`config.mk`:
```
export PLATFORM = sky130hd
export DESIGN_NAME = pipeline_ctrl_flat
export DESIGN_NICKNAME = d
export VERILOG_FILES = /design/src/rtl/pipeline_ctrl_pkg.sv /design/src/rtl/pipeline_ctrl_if.sv /design/src/rtl/pipeline_ctrl_hazard_detect.sv /design/src/rtl/pipeline_ctrl.sv /design/src/flat_wrapper.sv
export SDC_FILE = /design/constraint.sdc
export NUM_CORES = 1
export LEC_CHECK = 0
export ABC_AREA = 0
export CORE_UTILIZATION = 37
export DETAILED_ROUTE_END_ITERATION = 8
export DONT_BUFFER_PORTS = 1
export GPL_TIMING_DRIVEN = 0
export PLACE_DENSITY_LB_ADDON = 0.2
export SLEW_MARGIN = 20
export SYNTH_ARGS = -nofsm -noshare
export SYNTH_HDL_FRONTEND = slang
export SYNTH_SLANG_ARGS = --single-unit
```
`constraint.sdc`:
```
create_clock -name ctl_clk -period 2.9 [get_ports ctl_clk]
set_input_delay 0.87 -clock ctl_clk [delete_from_list [all_inputs] [get_ports ctl_clk]]
set_output_delay 0.87 -clock ctl_clk [all_outputs]
set_load 0.02 [all_outputs]
```
`src/rtl/pipeline_ctrl_pkg.sv`:
```
// Shared definitions for the pipeline controller: FSM encodings, load opcode,
// and the CTL_PERF_CNT_EN build switch exposed as a constant.
package pipeline_ctrl_pkg;

  typedef enum logic [2:0] {
    ST_IDLE     = 3'd0,
    ST_RUN      = 3'd1,
    ST_FLUSH    = 3'd2,
    ST_ALU_WAIT = 3'd3,
    ST_HALT     = 3'd4
  } ctl_state_e;

  localparam logic [6:0] OP_LOAD = 7'b0000011;

`ifdef CTL_PERF_CNT_EN
  localparam bit PERF_CNT_EN = 1'b1;
`else
  localparam bit PERF_CNT_EN = 1'b0;
`endif

endpackage

```
`src/rtl/pipeline_ctrl_if.sv`:
```
// Control bus between the pipeline stages and pipeline_ctrl.
// master = pipeline side, slave = controller side.
interface pipeline_ctrl_if #(
  parameter int AWIDTH       = 5,
  parameter int OPCODE_WIDTH = 7,
  parameter int CNT_WIDTH    = 32
);
  logic                    ctl_i_start;
  logic                    ctl_i_de_valid;
  logic                    ctl_i_de_halt;
  logic [AWIDTH-1:0]       ctl_i_de_addr_rs1;
  logic [AWIDTH-1:0]       ctl_i_de_addr_rs2;
  logic                    ctl_i_de_use_rs1;
  logic                    ctl_i_de_use_rs2;
  logic                    ctl_i_ex_valid;
  logic [OPCODE_WIDTH-1:0] ctl_i_ex_opcode;
  logic [AWIDTH-1:0]       ctl_i_ex_addr_rd;
  logic                    ctl_i_ex_we;
  logic                    ctl_i_ex_change_pc;
  logic                    ctl_i_ex_stall_alu;

  logic                    ctl_o_ce_fetch;
  logic                    ctl_o_ce_execute;
  logic                    ctl_o_stall_fetch;
  logic                    ctl_o_stall_decode;
  logic                    ctl_o_flush_decode;
  logic                    ctl_o_flush_execute;
  logic                    ctl_o_halted;
  logic [2:0]              ctl_o_state;
  logic [CNT_WIDTH-1:0]    ctl_o_stall_cnt;
  logic [CNT_WIDTH-1:0]    ctl_o_flush_cnt;

  modport master (
    output ctl_i_start, ctl_i_de_valid, ctl_i_de_halt,
           ctl_i_de_addr_rs1, ctl_i_de_addr_rs2, ctl_i_de_use_rs1, ctl_i_de_use_rs2,
           ctl_i_ex_valid, ctl_i_ex_opcode, ctl_i_ex_addr_rd, ctl_i_ex_we,
           ctl_i_ex_change_pc, ctl_i_ex_stall_alu,
    input  ctl_o_ce_fetch, ctl_o_ce_execute, ctl_o_stall_fetch, ctl_o_stall_decode,
           ctl_o_flush_decode, ctl_o_flush_execute, ctl_o_halted, ctl_o_state,
           ctl_o_stall_cnt, ctl_o_flush_cnt
  );

  modport slave (
    input  ctl_i_start, ctl_i_de_valid, ctl_i_de_halt,
           ctl_i_de_addr_rs1, ctl_i_de_addr_rs2, ctl_i_de_use_rs1, ctl_i_de_use_rs2,
           ctl_i_ex_valid, ctl_i_ex_opcode, ctl_i_ex_addr_rd, ctl_i_ex_we,
           ctl_i_ex_change_pc, ctl_i_ex_stall_alu,
    output ctl_o_ce_fetch, ctl_o_ce_execute, ctl_o_stall_fetch, ctl_o_stall_decode,
           ctl_o_flush_decode, ctl_o_flush_execute, ctl_o_halted, ctl_o_state,
           ctl_o_stall_cnt, ctl_o_flush_cnt
  );
endinterface

```
`src/rtl/pipeline_ctrl_hazard_detect.sv`:
```
// Combinational load-use comparator: a load in EX whose rd (non-x0) is read
// by the instruction in DE.
module pipeline_ctrl_hazard_detect
  import pipeline_ctrl_pkg::*;
#(
  parameter int AWIDTH       = 5,
  parameter int OPCODE_WIDTH = 7
) (
  input  logic                    de_valid,
  input  logic [AWIDTH-1:0]       de_addr_rs1,
  input  logic [AWIDTH-1:0]       de_addr_rs2,
  input  logic                    de_use_rs1,
  input  logic                    de_use_rs2,
  input  logic                    ex_valid,
  input  logic [OPCODE_WIDTH-1:0] ex_opcode,
  input  logic [AWIDTH-1:0]       ex_addr_rd,
  input  logic                    ex_we,
  output logic                    load_use
);

  logic ex_is_load;
  logic rs1_hit;
  logic rs2_hit;

  assign ex_is_load = ex_valid && ex_we && (ex_opcode == OPCODE_WIDTH'(OP_LOAD))
                      && (ex_addr_rd != '0);
  assign rs1_hit    = de_use_rs1 && (de_addr_rs1 == ex_addr_rd);
  assign rs2_hit    = de_use_rs2 && (de_addr_rs2 == ex_addr_rd);
  assign load_use   = de_valid && ex_is_load && (rs1_hit || rs2_hit);

endmodule

```
`src/rtl/pipeline_ctrl.sv`:
```
// Pipeline hazard/sequencing controller. Optional perf counters are built
// only when CTL_PERF_CNT_EN is defined.
module pipeline_ctrl
  import pipeline_ctrl_pkg::*;
#(
  parameter int AWIDTH       = 5,
  parameter int OPCODE_WIDTH = 7,
  parameter int FLUSH_CYCLES = 2,
  parameter int CNT_WIDTH    = 32
) (
  input logic           ctl_clk,
  input logic           ctl_rst,
  pipeline_ctrl_if.slave bus
);

  localparam int FCW = (FLUSH_CYCLES > 2) ? $clog2(FLUSH_CYCLES - 1) : 1;
  localparam logic [FCW-1:0] FLUSH_LOAD = FCW'((FLUSH_CYCLES > 1) ? FLUSH_CYCLES - 2 : 0);

  ctl_state_e     state_reg, state_next;
  logic [FCW-1:0] flush_cnt_reg, flush_cnt_next;

  logic load_use;
  logic redirect;
  logic halt_req;
  logic ce_fetch, ce_execute, stall_fetch, stall_decode;
  logic flush_decode, flush_execute, halted;

  pipeline_ctrl_hazard_detect #(
    .AWIDTH      (AWIDTH),
    .OPCODE_WIDTH(OPCODE_WIDTH)
  ) u_hazard (
    .de_valid   (bus.ctl_i_de_valid),
    .de_addr_rs1(bus.ctl_i_de_addr_rs1),
    .de_addr_rs2(bus.ctl_i_de_addr_rs2),
    .de_use_rs1 (bus.ctl_i_de_use_rs1),
    .de_use_rs2 (bus.ctl_i_de_use_rs2),
    .ex_valid   (bus.ctl_i_ex_valid),
    .ex_opcode  (bus.ctl_i_ex_opcode),
    .ex_addr_rd (bus.ctl_i_ex_addr_rd),
    .ex_we      (bus.ctl_i_ex_we),
    .load_use   (load_use)
  );

  assign redirect = bus.ctl_i_ex_valid && bus.ctl_i_ex_change_pc;
  assign halt_req = bus.ctl_i_de_valid && bus.ctl_i_de_halt;

  always_ff @(posedge ctl_clk or posedge ctl_rst) begin
    if (ctl_rst) begin
      state_reg     <= ST_IDLE;
      flush_cnt_reg <= '0;
    end else begin
      state_reg     <= state_next;
      flush_cnt_reg <= flush_cnt_next;
    end
  end

  always_comb begin
    state_next     = state_reg;
    flush_cnt_next = flush_cnt_reg;
    ce_fetch       = 1'b0;
    ce_execute     = 1'b0;
    stall_fetch    = 1'b0;
    stall_decode   = 1'b0;
    flush_decode   = 1'b0;
    flush_execute  = 1'b0;
    halted         = 1'b0;
    case (state_reg)
      ST_IDLE: begin
        if (bus.ctl_i_start) state_next = ST_RUN;
      end
      ST_RUN: begin
        ce_fetch   = 1'b1;
        ce_execute = 1'b1;
        // Strict priority: a redirect squashes any younger hazard or halt.
        if (redirect) begin
          flush_decode  = 1'b1;
          flush_execute = 1'b1;
          if (FLUSH_CYCLES > 1) begin
            state_next     = ST_FLUSH;
            flush_cnt_next = FLUSH_LOAD;
          end
        end else if (bus.ctl_i_ex_stall_alu) begin
          stall_fetch  = 1'b1;
          stall_decode = 1'b1;
          state_next   = ST_ALU_WAIT;
        end else if (load_use) begin
          stall_fetch   = 1'b1;
          stall_decode  = 1'b1;
          flush_execute = 1'b1;
        end else if (halt_req) begin
          stall_fetch = 1'b1;
          state_next  = ST_HALT;
        end
      end
      ST_FLUSH: begin
        ce_fetch      = 1'b1;
        ce_execute    = 1'b1;
        flush_decode  = 1'b1;
        flush_execute = 1'b1;
        if (flush_cnt_reg == '0) state_next = ST_RUN;
        else flush_cnt_next = flush_cnt_reg - 1'b1;
      end
      ST_ALU_WAIT: begin
        ce_fetch     = 1'b1;
        ce_execute   = 1'b1;
        stall_fetch  = bus.ctl_i_ex_stall_alu;
        stall_decode = bus.ctl_i_ex_stall_alu;
        if (!bus.ctl_i_ex_stall_alu) state_next = ST_RUN;
      end
      ST_HALT: begin
        halted = 1'b1;
        if (bus.ctl_i_start) state_next = ST_RUN;
      end
      default: state_next = ST_IDLE;
    endcase
  end

  assign bus.ctl_o_ce_fetch      = ce_fetch;
  assign bus.ctl_o_ce_execute    = ce_execute;
  assign bus.ctl_o_stall_fetch   = stall_fetch;
  assign bus.ctl_o_stall_decode  = stall_decode;
  assign bus.ctl_o_flush_decode  = flush_decode;
  assign bus.ctl_o_flush_execute = flush_execute;
  assign bus.ctl_o_halted        = halted;
  assign bus.ctl_o_state         = state_reg;

`ifdef CTL_PERF_CNT_EN
  // Index 0 counts stall_fetch cycles, index 1 counts flush_execute cycles.
  logic [1:0]           perf_evt;
  logic [CNT_WIDTH-1:0] perf_cnt_reg [2];

  assign perf_evt = {flush_execute, stall_fetch};

  for (genvar gi = 0; gi < 2; gi++) begin : g_perf
    always_ff @(posedge ctl_clk or posedge ctl_rst) begin
      if (ctl_rst) begin
        perf_cnt_reg[gi] <= '0;
      end else if (perf_evt[gi] && (perf_cnt_reg[gi] != '1)) begin
        perf_cnt_reg[gi] <= perf_cnt_reg[gi] + CNT_WIDTH'(1);
      end
    end
  end

  assign bus.ctl_o_stall_cnt = perf_cnt_reg[0];
  assign bus.ctl_o_flush_cnt = perf_cnt_reg[1];
`else
  assign bus.ctl_o_stall_cnt = '0;
  assign bus.ctl_o_flush_cnt = '0;
`endif

endmodule

```
`src/flat_wrapper.sv`:
```
// flat-port wrapper written by rule: the top's interface ports become plain ports
module pipeline_ctrl_flat import pipeline_ctrl_pkg::*;
#(
  parameter int AWIDTH       = 5,
  parameter int OPCODE_WIDTH = 7,
  parameter int FLUSH_CYCLES = 2,
  parameter int CNT_WIDTH    = 32
)
  (ctl_clk, ctl_rst, bus_ctl_i_start, bus_ctl_i_de_valid, bus_ctl_i_de_halt, bus_ctl_i_de_addr_rs1, bus_ctl_i_de_addr_rs2, bus_ctl_i_de_use_rs1, bus_ctl_i_de_use_rs2, bus_ctl_i_ex_valid, bus_ctl_i_ex_opcode, bus_ctl_i_ex_addr_rd, bus_ctl_i_ex_we, bus_ctl_i_ex_change_pc, bus_ctl_i_ex_stall_alu, bus_ctl_o_ce_fetch, bus_ctl_o_ce_execute, bus_ctl_o_stall_fetch, bus_ctl_o_stall_decode, bus_ctl_o_flush_decode, bus_ctl_o_flush_execute, bus_ctl_o_halted, bus_ctl_o_state, bus_ctl_o_stall_cnt, bus_ctl_o_flush_cnt);
  pipeline_ctrl_if #(.AWIDTH(AWIDTH), .OPCODE_WIDTH(OPCODE_WIDTH), .CNT_WIDTH(CNT_WIDTH)) bus_i ();
  input logic ctl_clk;
  input logic ctl_rst;
  input wire logic [$bits(bus_i.ctl_i_start)-1:0] bus_ctl_i_start;
  input wire logic [$bits(bus_i.ctl_i_de_valid)-1:0] bus_ctl_i_de_valid;
  input wire logic [$bits(bus_i.ctl_i_de_halt)-1:0] bus_ctl_i_de_halt;
  input wire logic [$bits(bus_i.ctl_i_de_addr_rs1)-1:0] bus_ctl_i_de_addr_rs1;
  input wire logic [$bits(bus_i.ctl_i_de_addr_rs2)-1:0] bus_ctl_i_de_addr_rs2;
  input wire logic [$bits(bus_i.ctl_i_de_use_rs1)-1:0] bus_ctl_i_de_use_rs1;
  input wire logic [$bits(bus_i.ctl_i_de_use_rs2)-1:0] bus_ctl_i_de_use_rs2;
  input wire logic [$bits(bus_i.ctl_i_ex_valid)-1:0] bus_ctl_i_ex_valid;
  input wire logic [$bits(bus_i.ctl_i_ex_opcode)-1:0] bus_ctl_i_ex_opcode;
  input wire logic [$bits(bus_i.ctl_i_ex_addr_rd)-1:0] bus_ctl_i_ex_addr_rd;
  input wire logic [$bits(bus_i.ctl_i_ex_we)-1:0] bus_ctl_i_ex_we;
  input wire logic [$bits(bus_i.ctl_i_ex_change_pc)-1:0] bus_ctl_i_ex_change_pc;
  input wire logic [$bits(bus_i.ctl_i_ex_stall_alu)-1:0] bus_ctl_i_ex_stall_alu;
  output wire logic [$bits(bus_i.ctl_o_ce_fetch)-1:0] bus_ctl_o_ce_fetch;
  output wire logic [$bits(bus_i.ctl_o_ce_execute)-1:0] bus_ctl_o_ce_execute;
  output wire logic [$bits(bus_i.ctl_o_stall_fetch)-1:0] bus_ctl_o_stall_fetch;
  output wire logic [$bits(bus_i.ctl_o_stall_decode)-1:0] bus_ctl_o_stall_decode;
  output wire logic [$bits(bus_i.ctl_o_flush_decode)-1:0] bus_ctl_o_flush_decode;
  output wire logic [$bits(bus_i.ctl_o_flush_execute)-1:0] bus_ctl_o_flush_execute;
  output wire logic [$bits(bus_i.ctl_o_halted)-1:0] bus_ctl_o_halted;
  output wire logic [$bits(bus_i.ctl_o_state)-1:0] bus_ctl_o_state;
  output wire logic [$bits(bus_i.ctl_o_stall_cnt)-1:0] bus_ctl_o_stall_cnt;
  output wire logic [$bits(bus_i.ctl_o_flush_cnt)-1:0] bus_ctl_o_flush_cnt;
  assign bus_i.ctl_i_start = bus_ctl_i_start;
  assign bus_i.ctl_i_de_valid = bus_ctl_i_de_valid;
  assign bus_i.ctl_i_de_halt = bus_ctl_i_de_halt;
  assign bus_i.ctl_i_de_addr_rs1 = bus_ctl_i_de_addr_rs1;
  assign bus_i.ctl_i_de_addr_rs2 = bus_ctl_i_de_addr_rs2;
  assign bus_i.ctl_i_de_use_rs1 = bus_ctl_i_de_use_rs1;
  assign bus_i.ctl_i_de_use_rs2 = bus_ctl_i_de_use_rs2;
  assign bus_i.ctl_i_ex_valid = bus_ctl_i_ex_valid;
  assign bus_i.ctl_i_ex_opcode = bus_ctl_i_ex_opcode;
  assign bus_i.ctl_i_ex_addr_rd = bus_ctl_i_ex_addr_rd;
  assign bus_i.ctl_i_ex_we = bus_ctl_i_ex_we;
  assign bus_i.ctl_i_ex_change_pc = bus_ctl_i_ex_change_pc;
  assign bus_i.ctl_i_ex_stall_alu = bus_ctl_i_ex_stall_alu;
  assign bus_ctl_o_ce_fetch = bus_i.ctl_o_ce_fetch;
  assign bus_ctl_o_ce_execute = bus_i.ctl_o_ce_execute;
  assign bus_ctl_o_stall_fetch = bus_i.ctl_o_stall_fetch;
  assign bus_ctl_o_stall_decode = bus_i.ctl_o_stall_decode;
  assign bus_ctl_o_flush_decode = bus_i.ctl_o_flush_decode;
  assign bus_ctl_o_flush_execute = bus_i.ctl_o_flush_execute;
  assign bus_ctl_o_halted = bus_i.ctl_o_halted;
  assign bus_ctl_o_state = bus_i.ctl_o_state;
  assign bus_ctl_o_stall_cnt = bus_i.ctl_o_stall_cnt;
  assign bus_ctl_o_flush_cnt = bus_i.ctl_o_flush_cnt;
  pipeline_ctrl #(.AWIDTH(AWIDTH), .OPCODE_WIDTH(OPCODE_WIDTH), .FLUSH_CYCLES(FLUSH_CYCLES), .CNT_WIDTH(CNT_WIDTH)) u_core (.ctl_clk(ctl_clk), .ctl_rst(ctl_rst), .bus(bus_i));
endmodule
```
==> impl_results.rst, run 1 <==
.. list-table::
   :header-rows: 1

   * - Metric
     - Value
   * - Required time of the critical path
     - 2.03 ns
   * - Worst setup skew after layout
     - 0.002032 ns
   * - Cell chain of the critical path
     - or4_4 > nor3_4 > nand3_4 > o21ai_4
   * - Depth of the most critical reg-to-reg path
     - 5
   * - Kind of launch point of the worst setup path
     - input port
   * - Placement-stage cell area
     - 0.001231 mm²
   * - Largest net degree at the start of global routing
     - 10
   * - Measured slew at the worst slew-check pin
     - 0.6440 ns
   * - Result of the run
     - complete, but fails checks
   * - DRC
     - 0
   * - Number of core rows
     - 18
   * - Clock tree from TritonCTS
     - done
   * - Tmin final
     - 2.904 ns
   * - Layout cell share with drive strength beyond 1
     - 40.10%
   * - Setup crit start
     - bus_ctl_i_ex_opcode[2]
   * - Achievable frequency
     - 0.3444 GHz
   * - Core occupancy in the finished layout
     - 53.16%
   * - Family with the most delay on the worst path
     - simple AND/OR/NAND/NOR gates
   * - Placed instance count
     - 222
   * - Clock group share of total power
     - 13.6%
   * - Switching share of power
     - 53.43%
   * - Syn-to-layout area delta
     - 36.34%
   * - Synthesized flop and latch total
     - 3
   * - Max reg flops
     - 3
   * - Share of flip-flops with an asynchronous set or reset
     - 100.0%
   * - Dominant combinational cell family by area after synthesis
     - buffers and inverters
   * - Detailed-router iteration count before antenna repair
     - 4
   * - Count of clock tree sinks
     - 3
   * - Sequential cell area
     - 75.07 µm²
   * - Slew Limit Headroom
     - 56.74%
   * - Largest driver fanout on the critical path
     - 3
   * - Drt via density
     - 3.683
   * - Final setup viols
     - 1
   * - GRT Residual Overflow
     - 0
   * - Number of fillers in the final layout
     - 243
   * - Total number of yosys warnings
     - 0
   * - Internal power
     - 258.2 µW
   * - HP Class
     - input port to asynchronous set/reset pin
   * - Xor/xnor share of the synthesized area
     - 10.07%
   * - Number of flops mapped to enable cells by yosys
     - 0
   * - Leakage power
     - 0.7618 nW
   * - First-pass GRT wire length
     - 2739 µm
   * - Adder and majority gate portion of the synthesized area
     - 0%
   * - Total Die Area
     - 0.002794 mm²
   * - DRC violation total after the first TritonRoute iteration
     - 18
   * - Hold buffer count at CTS
     - 0
   * - Total via count in the routed design
     - 836
   * - Peak supply drop
     - 0.3488 mV
   * - CP endpoint
     - bus_ctl_o_stall_fetch
   * - Top flip-flop cell by instance count after synthesis
     - dfrtp_1
   * - Most common cell after layout, fill and taps aside
     - buf_4
   * - Portion of synthesized cell area occupied by the leading cell type
     - 50.98%
   * - Total number of nets in the final design
     - 231
   * - Area fraction in compound gates after synthesis
     - 9.804%
   * - Critical setup path kind
     - input port to primary output
   * - Antenna Cells
     - 0
   * - Sequential element share of the synthesized area
     - 7.843%
   * - Total half-perimeter wirelength after legalization and detailed placement
     - 1764 µm
   * - Reg2reg setup slack
     - 1.29 ns
   * - Die width
     - 52.86 µm
   * - Area used by multi-input combinational logic
     - 654.4 µm²
   * - Power share of the combinational group
     - 71.6%
   * - Cell at the root of the clock tree
     - clkbuf_4
   * - Total Power Consumption
     - 554.4 µW
   * - Top area cells in the synthesized netlist
     - buf_4 51%, xnor2_1 10%, dfrtp_1 7.8%
   * - Core Box Area
     - 0.002455 mm²
   * - Layout Cell Area excl Fill
     - 0.001305 mm²
   * - Levels on crit path
     - 4
   * - Mux share of post-synthesis cell area
     - 1.046%
   * - Leading area contributor after synthesis
     - buf_4
   * - Maximum Capacitance Violations
     - 0
   * - NetSw
     - 296.2 µW
   * - Slew Limit Fails
     - 0
   * - Library cells used by synthesis
     - 30
   * - Initial core utilization
     - 38.99%
   * - Violations in the final reports
     - negative setup slack
   * - Per-cell routed wire length
     - 9.026 µm
   * - CP Capture Type
     - primary output
   * - Number of port buffers
     - 0
   * - Clock-pin slew on the worst setup and hold paths
     - 0.04 ns
   * - Maximum level of the CTS H-tree
     - 1
   * - Vias in the first global route
     - 704
   * - Total routed wirelength
     - 2049 µm
   * - Final hold vios
     - 0
   * - Total buffers and inverters traversed by the critical path
     - 0
   * - Final worst setup slack
     - -0.003843 ns
   * - Die Ht
     - 52.86 µm
   * - Launching point of the worst reg2reg path
     - u_core.bus.ctl_o_state[0]$_DFFE_PP0P_
   * - Unrepaired setup endpoints after global routing
     - yes
   * - # IOs
     - 107
   * - Post-synthesis share of cell area spent on and, or, nand and nor gates
     - 18.17%
   * - Clock latency on the worst-skew pair
     - 0.24 ns
   * - Number of instances in the synthesized netlist
     - 129
   * - Sequential fraction of design power
     - 14.8%
   * - Post-Synthesis Mean Instance Area
     - 7.420 µm²
   * - Filler-free cell count of the finished design
     - 227
   * - Overall Global Routing Usage
     - 13.37%
   * - Most used cells in the layout excluding fill and tap cells
     - 66 x buf_4, 64 x conb_1, 11 x xnor2_1
   * - Biggest cell delay along the critical path
     - 0.53 ns
   * - Number of buffers created by CTS
     - 3
   * - Final critical-path share of the clock period
     - 100.1%
   * - Maximum count of clock buffers along a single path
     - 2
   * - CP max stage cell
     - or4_4
   * - Initial antenna violation count
     - 0
   * - Endpoint of the worst-slack reg-to-reg timing path
     - u_core.bus.ctl_o_state[0]$_DFFE_PP0P_
   * - Arrival time of the worst setup path
     - 2.03 ns
   * - Final ANT Viol Nets
     - 0
   * - Netlist Area Pre-Place
     - 957.2 µm²
   * - Routability cong.
     - 0.7528
   * - PwrDens
     - 424.8 mW/mm²
## cell usage after synthesis (2+ instances only)
master	count
buf_4	65
dfrtp_1	3
inv_1	2
nand2_1	7
nand3_1	3
nand4_1	2
nor2_1	7
nor3_1	6
o21ai_0	2
o21ai_1	2
xnor2_1	11
## through the flow
stage / hold WS (ns) / setup TNS (ns) / setup slack (ns)
3_3_place_gp: 0.6265 / -0.2206 / -0.1112
6_report: 0.3846 / -0.003843 / -0.003843
2_1_floorplan: 0.6236 / -0.05162 / -0.02581
3_5_place_dp: 0.6364 / -0.2837 / -0.1477
5_1_grt: 0.3787 / -0.1538 / -0.09644
4_1_cts: 0.3876 / -0.01467 / -0.01467
## what timing repair did
item	in CTS	in global routing
buffers inserted	1	0
setup endpoints to repair	2	2
pin swaps	1	1
resized for setup	5	2
## power by group through the flow
stage	combinational, mW	sequential (mW)	clock, mW
2_1_floorplan	0.338	0.0801	0
3_3_place_gp	0.363	0.0821	0
3_5_place_dp	0.365	0.0829	0
4_1_cts	0.380	0.0824	0.0760
5_1_grt	0.426	0.0849	0.0821
6_report	0.397	0.0819	0.0754
## routing by layer
| metal | up-vias | routed length [µm] | track usage (%) |
|---|---|---|---|
| met5 | - | 0 | 0 |
| met4 | 0 | 14 | 4.386 |
| met3 | 4 | 304 | 3.736 |
| met2 | 65 | 1115 | 25.74 |
| met1 | 335 | 614 | 13.54 |
| li1 | 432 | - | - |
## area by class of cell
class / instances / area share, %
flip-flops and latches: 3 / 5.753
well taps: 30 / 2.876
clock buffers: 4 / 2.013
repair buffers: 1 / 0.5753
multi-input cells: 120 / 50.14
inverters: 2 / 0.5753
plain buffers: 67 / 38.06
## worst min-delay path by stage
stage                 start                               endpoint  slack, ns  cells after the start
floorplan           ctl_rst  u_core.bus.ctl_o_state[0]$_DFFE_PP0P_       0.62                      1
global placement    ctl_rst  u_core.bus.ctl_o_state[1]$_DFFE_PP0P_       0.63                      1
detailed placement  ctl_rst  u_core.bus.ctl_o_state[2]$_DFFE_PP0P_       0.64                      1
CTS                 ctl_rst  u_core.bus.ctl_o_state[1]$_DFFE_PP0P_       0.39                      1
global route        ctl_rst  u_core.bus.ctl_o_state[1]$_DFFE_PP0P_       0.38                      1
finish              ctl_rst  u_core.bus.ctl_o_state[2]$_DFFE_PP0P_       0.38                      1
## cell families (layout without fill, tap and decap cells)
| group | after synthesis | count (layout) |
|---|---|---|
| xor gates and xnor gates | 11 | 11 |
| and+or+nand+nor | 32 | 32 |
| AOI/OAI and AO/OA | 12 | 12 |
| muxes | 1 | 1 |
| DFF | 3 | 3 |
| other | 1 | 64 |
| buffers and inverters | 69 | 74 |
(Power assumes the default switching activity.)
==> run 2: changes to the inputs <==
--- a/config.mk
+++ b/config.mk
@@ -6,10 +6,10 @@
 export NUM_CORES = 1
 export LEC_CHECK = 0
 export ABC_AREA = 0
+export CORE_ASPECT_RATIO = 1.75
 export CORE_UTILIZATION = 37
 export DETAILED_ROUTE_END_ITERATION = 8
 export DONT_BUFFER_PORTS = 1
-export GPL_TIMING_DRIVEN = 0
 export PLACE_DENSITY_LB_ADDON = 0.2
 export SLEW_MARGIN = 20
 export SYNTH_ARGS = -nofsm -noshare
==> impl_results.rst, run 2 (synthesis gave the netlist of run 1 again) <==
.. list-table::
   :header-rows: 1

   * - Metric
     - Value
   * - Result of the run
     - finished clean
   * - Total Power Consumption
     - 549.3 µW
   * - Kind of launch point of the worst setup path
     - input port
   * - Maximum count of clock buffers along a single path
     - 2
   * - Cell at the root of the clock tree
     - clkbuf_8
   * - Largest net degree at the start of global routing
     - 8
   * - Clock tree from TritonCTS
     - done
   * - Final setup viols
     - 0
   * - Per-cell routed wire length
     - 10.53 µm
   * - Setup crit start
     - bus_ctl_i_ex_opcode[2]
   * - CP endpoint
     - bus_ctl_o_stall_decode
   * - Initial antenna violation count
     - 0
   * - Final critical-path share of the clock period
     - 97.80%
   * - Setup TNS
     - 0 ns
   * - Hold buffer count at CTS
     - 0
   * - Die Ht
     - 69.29 µm
   * - Number of fillers in the final layout
     - 292
   * - Antenna Cells
     - 0
   * - # IOs
     - 107
   * - Achievable frequency
     - 0.3526 GHz
   * - Critical setup path kind
     - input port to primary output
   * - Reg2reg setup slack
     - 1.59 ns
   * - Tmin final
     - 2.836 ns
   * - Initial core utilization
     - 38.87%
   * - Maximum level of the CTS H-tree
     - 1
   * - Largest driver fanout on the critical path
     - 2
   * - Number of buffers created by CTS
     - 3
   * - Number of port buffers
     - 0
   * - Total half-perimeter wirelength after legalization and detailed placement
     - 1522 µm
   * - Drt via density
     - 4.178
   * - Maximum Capacitance Violations
     - 0
   * - Count of clock tree sinks
     - 3
   * - Die width
     - 40.45 µm
   * - Overall Global Routing Usage
     - 12.52%
   * - Leakage power
     - 0.4403 nW
   * - Most common cell after layout, fill and taps aside
     - conb_1
   * - PwrDens
     - 651.3 mW/mm²
   * - CP Capture Type
     - primary output
   * - Vias in the first global route
     - 567
   * - Peak supply drop
     - 0.2851 mV
   * - Clock latency on the worst-skew pair
     - 0.23 ns
   * - Core Box Area
     - 0.002462 mm²
   * - First-pass GRT wire length
     - 2366 µm
   * - Slew Limit Fails
     - 0
   * - Syn-to-layout area delta
     - -11.90%
   * - Max reg flops
     - 3
   * - Slew Limit Headroom
     - 57.84%
   * - Most used cells in the layout excluding fill and tap cells
     - 64 x conb_1, 11 x xnor2_1, 8 x buf_4
   * - Number of core rows
     - 24
   * - HP Class
     - input port to asynchronous set/reset pin
   * - Total Die Area
     - 0.002803 mm²
   * - Final hold vios
     - 0
   * - Clock-pin slew on the worst setup and hold paths
     - 0.03 ns
   * - Routability cong.
     - 0.8299
   * - DRC
     - 0
   * - Total via count in the routed design
     - 681
   * - Endpoint of the worst-slack reg-to-reg timing path
     - u_core.bus.ctl_o_state[0]$_DFFE_PP0P_
   * - Final ANT Viol Nets
     - 0
   * - Depth of the most critical reg-to-reg path
     - 4
   * - Detailed-router iteration count before antenna repair
     - 4
   * - Required time of the critical path
     - 2.03 ns
   * - Total number of nets in the final design
     - 171
   * - DRC violation total after the first TritonRoute iteration
     - 11
   * - Layout cell share with drive strength beyond 1
     - 13.14%
   * - Total routed wirelength
     - 1717 µm
   * - GRT Residual Overflow
     - 0
   * - Unrepaired setup endpoints after global routing
     - no
   * - Worst setup skew after layout
     - 0.005196 ns
   * - Arrival time of the worst setup path
     - 1.97 ns
   * - Measured slew at the worst slew-check pin
     - 0.6276 ns
   * - Launching point of the worst reg2reg path
     - u_core.bus.ctl_o_state[1]$_DFFE_PP0P_
## run 2: changes by cell type in the layout (fill, tap and decap cells not counted), moves of 2 or more
cell      before  now
buf_4         66    8
clkbuf_4       3    0
clkbuf_8       0    3
o21ai_4        2    0
## run 2: worst max-delay path, cell delays in order
cell and delay, ns:
or4_4 0.53, nor3_4 0.16, nand3_2 0.10, o21ai_1 0.15, buf_4 0.16
## run 2: how the worst min path moves through the flow
stage | start | endpoint
floorplan | ctl_rst | u_core.bus.ctl_o_state[0]$_DFFE_PP0P_
global placement | u_core.bus.ctl_o_state[0]$_DFFE_PP0P_ | u_core.bus.ctl_o_state[1]$_DFFE_PP0P_
detailed placement | u_core.bus.ctl_o_state[0]$_DFFE_PP0P_ | u_core.bus.ctl_o_state[1]$_DFFE_PP0P_
CTS | ctl_rst | u_core.bus.ctl_o_state[0]$_DFFE_PP0P_
global route | ctl_rst | u_core.bus.ctl_o_state[0]$_DFFE_PP0P_
finish | ctl_rst | u_core.bus.ctl_o_state[0]$_DFFE_PP0P_
## run 2: final cells by class
type | count | area [µm²] | area share [%]
inverter | 2 | 7.507 | 0.8902
clock buffer | 4 | 45.04 | 5.341
sequential | 3 | 75.07 | 8.902
multi-input combinational | 120 | 623.1 | 73.89
tap | 26 | 32.53 | 3.858
timing repair buffer | 8 | 60.06 | 7.122
## run 2: metrics by stage
step	hold WS, ns	util, %	instance area (µm²)	std cells	setup WS, ns
final	0.3966	34.25	843.3	163	0.06387
after global routing	0.4000	34.25	843.3	163	0.005729
after CTS	0.4000	33.89	834.6	163	0.005055
after detailed placement	0.6087	32.06	789.5	159	0.01577
after global placement	0.5939	32.06	789.5	159	0.02808
after floorplan	0.6236	-	1194	192	-0.02581
## run 2: power by group
group	switching (mW)	internal (mW)	leakage, nW
logic	0.238	0.115	0.380
clock network	0.0336	0.0942	0.0228
registers	0.0126	0.0555	0.0376
total	0.285	0.265	0.440
## run 2: per-layer routing
layer	global-route usage, %	part of all wire (%)
met5	0	0
met1	12.30	28
met4	10.00	3.2
met3	2.564	12
met2	20.28	57
## run 2: what timing repair did
item | 4_1_cts | 5_1_grt
setup buffers | 0 | 0
endpoints found under the setup margin | 0 | 2
gates resized for setup | 0 | 2
